===== src/rtl/adder_arbiter_ctrl.sv =====
// Two-requester arbiter/sequencer for one shared registered adder unit.
// Optional ADDER_ARB_FIXED_PRIO_EN: fixed priority to requester 0 instead of round-robin.
module adder_arbiter_ctrl #(
   parameter int WIDTH    = 8,
   parameter int UNIT_LAT = 1
) (
   input  logic             CLK,
   input  logic             RESET,
   input  logic             REQ0,
   input  logic [WIDTH-1:0] A0,
   input  logic [WIDTH-1:0] B0,
   input  logic             CIN0,
   input  logic [1:0]       MODO0,
   output logic             ACK0,
   output logic [WIDTH-1:0] Q0,
   output logic             RCO0,
   input  logic             REQ1,
   input  logic [WIDTH-1:0] A1,
   input  logic [WIDTH-1:0] B1,
   input  logic             CIN1,
   input  logic [1:0]       MODO1,
   output logic             ACK1,
   output logic [WIDTH-1:0] Q1,
   output logic             RCO1,
   output logic [1:0]       GNT,
   output logic             U_EN,
   output logic [1:0]       U_MODO,
   output logic [WIDTH-1:0] U_A,
   output logic [WIDTH-1:0] U_B,
   output logic             U_CIN,
   input  logic [WIDTH-1:0] U_Q,
   input  logic             U_RCO
);

   // A latency of 0 would skip the capture cycle entirely, so clamp to 1.
   localparam int         LAT  = (UNIT_LAT < 1) ? 1 : UNIT_LAT;
   localparam logic [3:0] LAT4 = 4'(LAT);

   typedef enum logic [1:0] {IDLE, ISSUE, WAIT, RESP} state_t;

   state_t     state, state_nxt;
   logic [3:0] cnt;
   logic [1:0] pick;
`ifndef ADDER_ARB_FIXED_PRIO_EN
   logic       last;
`endif

   always_comb begin
      pick = 2'b00;
      if (REQ0 && REQ1) begin
`ifdef ADDER_ARB_FIXED_PRIO_EN
         pick = 2'b01;
`else
         pick = last ? 2'b01 : 2'b10;
`endif
      end else if (REQ0) begin
         pick = 2'b01;
      end else if (REQ1) begin
         pick = 2'b10;
      end
   end

   always_comb begin
      state_nxt = state;
      case (state)
         IDLE:  if (pick != 2'b00) state_nxt = ISSUE;
         ISSUE: state_nxt = WAIT;
         WAIT:  if (cnt <= 4'd1) state_nxt = RESP;
         RESP:  state_nxt = IDLE;
         default: state_nxt = IDLE;
      endcase
   end

   always_ff @(posedge CLK) begin
      if (RESET) begin
         state  <= IDLE;
         cnt    <= 4'd0;
         GNT    <= 2'b00;
         U_MODO <= 2'b00;
         U_A    <= '0;
         U_B    <= '0;
         U_CIN  <= 1'b0;
         Q0     <= '0;
         RCO0   <= 1'b0;
         Q1     <= '0;
         RCO1   <= 1'b0;
`ifndef ADDER_ARB_FIXED_PRIO_EN
         last   <= 1'b1;
`endif
      end else begin
         state <= state_nxt;
         case (state)
            IDLE: if (pick != 2'b00) begin
               GNT    <= pick;
               U_A    <= pick[1] ? A1    : A0;
               U_B    <= pick[1] ? B1    : B0;
               U_CIN  <= pick[1] ? CIN1  : CIN0;
               U_MODO <= pick[1] ? MODO1 : MODO0;
            end
            ISSUE: cnt <= LAT4;
            WAIT: begin
               cnt <= cnt - 4'd1;
               // Final wait cycle: unit output is valid now, route it to the owner only.
               if (cnt <= 4'd1) begin
                  if (GNT[0]) begin
                     Q0   <= U_Q;
                     RCO0 <= U_RCO;
                  end
                  if (GNT[1]) begin
                     Q1   <= U_Q;
                     RCO1 <= U_RCO;
                  end
               end
            end
            RESP: begin
               GNT  <= 2'b00;
`ifndef ADDER_ARB_FIXED_PRIO_EN
               last <= GNT[1];
`endif
            end
            default: ;
         endcase
      end
   end

   assign U_EN = (state == ISSUE);
   assign ACK0 = (state == RESP) && GNT[0];
   assign ACK1 = (state == RESP) && GNT[1];

endmodule


===== config.mk =====
export PLATFORM = sky130hd
export DESIGN_NAME = adder_arbiter_ctrl
export DESIGN_NICKNAME = d
export VERILOG_FILES = /design/src/rtl/adder_arbiter_ctrl.sv
export SDC_FILE = /design/constraint.sdc
export NUM_CORES = 1
export LEC_CHECK = 0
export CAP_MARGIN = 20
export CORE_MARGIN = 5
export CORE_UTILIZATION = 25
export CTS_BUF_LIST = sky130_fd_sc_hd__clkbuf_8
export DETAILED_ROUTE_END_ITERATION = 16
export DONT_BUFFER_PORTS = 1
export PLACE_DENSITY = 0.44
export RECOVER_POWER = 100
export SLEW_MARGIN = 10
export SYNTH_ARGS = -nofsm -noshare
export SYNTH_HDL_FRONTEND = slang
export SYNTH_SLANG_ARGS = --single-unit

===== constraint.sdc =====
create_clock -name CLK -period 2.1 [get_ports CLK]
set_input_delay 0.315 -clock CLK [delete_from_list [all_inputs] [get_ports CLK]]
set_output_delay 0.315 -clock CLK [all_outputs]
set_load 0.01 [all_outputs]

Word level (Yosys, flattened, before mapping):

Index checks and enable logic that the tools add are counted.

* output and inout port bits: 42
* input port bits: 51
* bits in registers: 46

* add/sub/neg operators: 1
* order comparisons: 1
* reduce and logical (&&, ||, !) cells: 12
* eq/ne operators: 5
* muxes and demuxes: 14

Operators with widths (count)
* two-way mux 2 bit: 8
* two-way mux 8 bit: 2
* case mux 2 bit (4 select lines): 1
* case mux 4 bit (2 select lines): 1
* AND reduction 2 bit: 3
* AND reduction 3 bit: 2
* nonzero test 2 bit: 3
* equality test 2 bit (second input constant): 2
* less-or-equal comparator 4 x 1 -> 1 bit (second input constant): 1
* != test 2 bit (second input constant): 2
* case mux 2 bit (2 select lines): 1
* subtractor 4 x 1 -> 4 bit (second input constant): 1
* logical AND 1 bit: 3
* equality test 2 x 1 -> 1 bit (second input constant): 1
* zero test 2 bit: 1
* two-way mux 1 bit: 1

Logic depth before layout (Yosys ltp):

* word-level depth: 6
* mapped depth: 7
* gate-level depth less buffers: 6

Worst setup path after synthesis:

Ideal clock, no wire load.

* kind: reg2reg
* start: register cnt[0]
* end: register Q1[4]
* path buffers: 1
* cell stages (with the launch flop): 8
* setup slack: 653 ps
* data required time: 1964 ps
* data arrival time: 1311 ps
* clock period less this slack: 1447 ps
* path through: dfxtp_1 -> inv_1 -> ha_1 -> o21ba_2 -> nand3_1 -> buf_4 -> mux2i_1 -> nor2_1

* cells in the longest elaborated chain, start to end: 2

RTL lines
* from (decl): RTL line 42 `logic [3:0] cnt;`
* from (signal assigned): RTL line 102 `cnt <= cnt - 4'd1;`
* less-or-equal comparator 4 x 1 -> 1 bit: RTL line 104 `if (cnt <= 4'd1) begin`
* AND reduction 3 bit (no line)
* to (signal assigned): RTL line 85 `Q1 <= '0;`
* to (signal assigned): RTL line 110 `Q1 <= U_Q;`
* to (decl): RTL line 23 `output logic [WIDTH-1:0] Q1,`

Every way passes these cells.
A chain may end at the register's enable or synchronous reset.

Final worst setup path:

* start: register state[0]
* end: register Q1[3]

* cells in the longest elaborated chain, start to end: 2

RTL lines
* from (decl): RTL line 41 `state_t state, state_nxt;`
* from (signal assigned): RTL line 91 `state <= state_nxt;`
* equality test 2 bit: RTL line 92 `case (state)`
* AND reduction 3 bit (no line)

Every way passes these cells.

==> results.sh <==
export IMPL_postCtsHoldBufs=0
export IMPL_cts_root_buf="clkbuf_8"
export IMPL_firstDrtPassIters=4
export IMPL_dp_worst_setup_slack_ns=0.254
export IMPL_num_vias=1375
export IMPL_yosys_cell_types_count=37
export IMPL_clk_pin_slew_ns=0.10
export IMPL_cts_resized_gates=0
export IMPL_p_leak_uw=0.000917
export IMPL_cts_buffer_depth=2
export IMPL_io_buffers=0
export IMPL_tns_ns=0
export IMPL_arrival_ns=2.15
export IMPL_numCtsBuffers=5
export IMPL_antenna_found_initial=0
export IMPL_drv_cap=0
export IMPL_syn_num_nets=261
export IMPL_critPathMaxStageDelay_ns=0.40
export IMPL_syn_avg_cell_area_um2=10.2
export IMPL_finalPower_uw=2540
export IMPL_rsz0062_at_grt="no"
export IMPL_fin_crit_sh_pct=92.8
export IMPL_path_cells="inv_1 > ha_1 > nor2b_2 > nand3_1 > dlymetal6s2s_1 > mux2i_1 > nor2_1"
export IMPL_synth_enable_flop_cells=0
export IMPL_status="finished, final reports clean"
export IMPL_worstSetupPathType="reg -> reg"
export IMPL_grt_ovfl_total=0
export IMPL_drt_wirelength_per_cell_um=15.3
export IMPL_clock_sinks=46
export IMPL_drt_iter0_drc=33
export IMPL_viasPerCell=4.49
export IMPL_coreArea_um2=8180
export IMPL_crit_buf_inv=2
export IMPL_power_density_nw_per_um2=1160
export IMPL_critPathTopFamily="buffers and inverters"
export IMPL_grt_usage_pct=8.83
export IMPL_yosysSeqAreaShare_pct=44.3
export IMPL_antenna_cells=0
export IMPL_drc=0
export IMPL_clock_latency_ns=0.30
export IMPL_synth_ff_type="dfxtp_1"
export IMPL_synth_top_area_share_pct=44.3
export IMPL_drive_above_1_share_pct=9.45
export IMPL_final_area_um2=2200
export IMPL_syn_area_um2=2080
export IMPL_post_dp_hpwl_um=3370
export IMPL_io_pin_count=93
export IMPL_setup_slack_ns=0.152
export IMPL_nNetsFinal=258
export IMPL_cts_tree="built"
export IMPL_timing_slew_headroom_pct=55.3
export IMPL_synth_seq_cells=46
export IMPL_die_area_um2=10200
export IMPL_ys_top_cells_by_area="dfxtp_1 (44%), mux2i_1 (18%), a211oi_2 (6.0%), nor2_1 (6.0%), ha_1 (4.2%)"
export IMPL_rows=33
export IMPL_gp_congestion=0.718
export IMPL_totalWireLength_um=4670
export IMPL_tightestPinTransition_ns=0.670
export IMPL_period_needed_ns=1.95
export IMPL_grt_first_pass_wirelength_um=7160
export IMPL_syn_inst=203
export IMPL_post_synth_top_area_cell="dfxtp_1"
export IMPL_end_kind="flip-flop"
export IMPL_report_final_slew_viol_count=0
export IMPL_htreeDepth=2
export IMPL_yosysWarningCount=0
export IMPL_worst_ep_required_time_ns=2.30
export IMPL_cp_max_fo=7
export IMPL_cp_start_kind="flip-flop"
export IMPL_start_util_pct=25.4
export IMPL_grt_pass1_vias=1329
export IMPL_dieHeight_um=101
export IMPL_fmax_ghz=0.513
export IMPL_hold_path_class="in -> reg"
export IMPL_async_flop_share_pct=0
export IMPL_post_cts_setup_buffers=0
export IMPL_hold_viol_final=0
export IMPL_grt_max_degree=39
export IMPL_ir_worst_vdd_mv=0.270
export IMPL_slowest_stage="dfxtp_1"
export IMPL_die_x_um=101
export IMPL_ant_nets=0
export IMPL_dpl_cell_area_um2=2160
export IMPL_fin_skew_ns=0.0118
export IMPL_utilization_pct=26.9
export IMPL_syn2layout_area_growth_pct=5.72
export IMPL_setup_viol=0
## kinds of logic (layout without fill, tap and decap cells)
group | after synthesis | after routing | synth area share [%]
muxes | 37 | 37 | 17.8
AOI/OAI and AO/OA | 47 | 47 | 17.9
and+or+nand+nor | 45 | 45 | 9.57
DFF | 46 | 46 | 44.3
adders and majority gates | 7 | 7 | 4.21
buffers and inverters | 21 | 19 | 6.20
## Yosys cell counts (2+ instances only)
cell      number
dfxtp_1       46
mux2i_1       37
nor2_1        33
o21ai_0       12
a211oi_2      10
a21oi_1       10
inv_1          8
ha_1           7
buf_6          3
clkbuf_1       3
nand3_1        3
a32oi_1        2
and2_1         2
buf_2          2
buf_4          2
nor3_1         2
## cell usage in the layout, fill, tap and decap left out, types with 2 or more instances in the layout
| cell | synthesis | routed |
|---|---|---|
| dfxtp_1 | 46 | 46 |
| mux2i_1 | 37 | 37 |
| nor2_1 | 33 | 33 |
| o21ai_0 | 12 | 13 |
| a21oi_1 | 10 | 10 |
| inv_1 | 8 | 8 |
| ha_1 | 7 | 7 |
| a211oi_1 | 1 | 6 |
| a211oi_2 | 10 | 5 |
| clkbuf_8 | 0 | 5 |
| nand3_1 | 3 | 3 |
| and2_0 | 0 | 2 |
| a32oi_1 | 2 | 2 |
| nor3_1 | 2 | 2 |
| clkinvlp_4 | 0 | 2 |
## final cells by class
class | instances | area [um2]
clock buffer | 5 | 68.8
clock inverter | 3 | 23.8
fill | 882 | 5980
inverter | 8 | 30.0
multi-input combinational | 136 | 997
sequential | 46 | 921
tap | 105 | 131
timing repair buffer | 3 | 25.0
## path summary, 6_finish.rpt
check                               to  slack, ns      from  depth (start not counted)
worst max-delay path             Q1[3]       0.15  state[0]                          7
worst max register to register   Q1[3]       0.15  state[0]                          7
worst min-delay path            U_B[1]       0.07     RESET                          1
worst min register to register  U_A[0]       0.54    U_A[0]                          2
## state kept, by name, indices dropped and copies added, names as in the netlist, 2 cells and up
signal  flops
U_A         8
Q1          8
Q0          8
GNT         2
U_MODO      2
cnt         4
U_B         8
state       2
## power breakdown
| part | internal (uW) | switching [uW] | leakage (uW) |
|---|---|---|---|
| sequential | 1060 | 207 | 0.000377 |
| combinational | 292 | 420 | 0.000499 |
| clock | 239 | 328 | 0.0000408 |
| total | 1590 | 955 | 0.000917 |
## layer usage
metal	track usage [%]	vias to the layer above	part of all wire, %
li1	-	703	-
met1	10.9	610	43
met2	13.6	60	44
met3	4.82	2	12
met4	1.84	0	0.41
met5	0	-	0
## metrics by stage
step,cells,hold WS [ns]
global route,306,0.0319
global placement,298,0.383
finish,306,0.0653
detailed placement,298,0.384
CTS,306,0.0486
floorplan,203,0.459
Note: power is estimated with default switching activity, not from simulation.
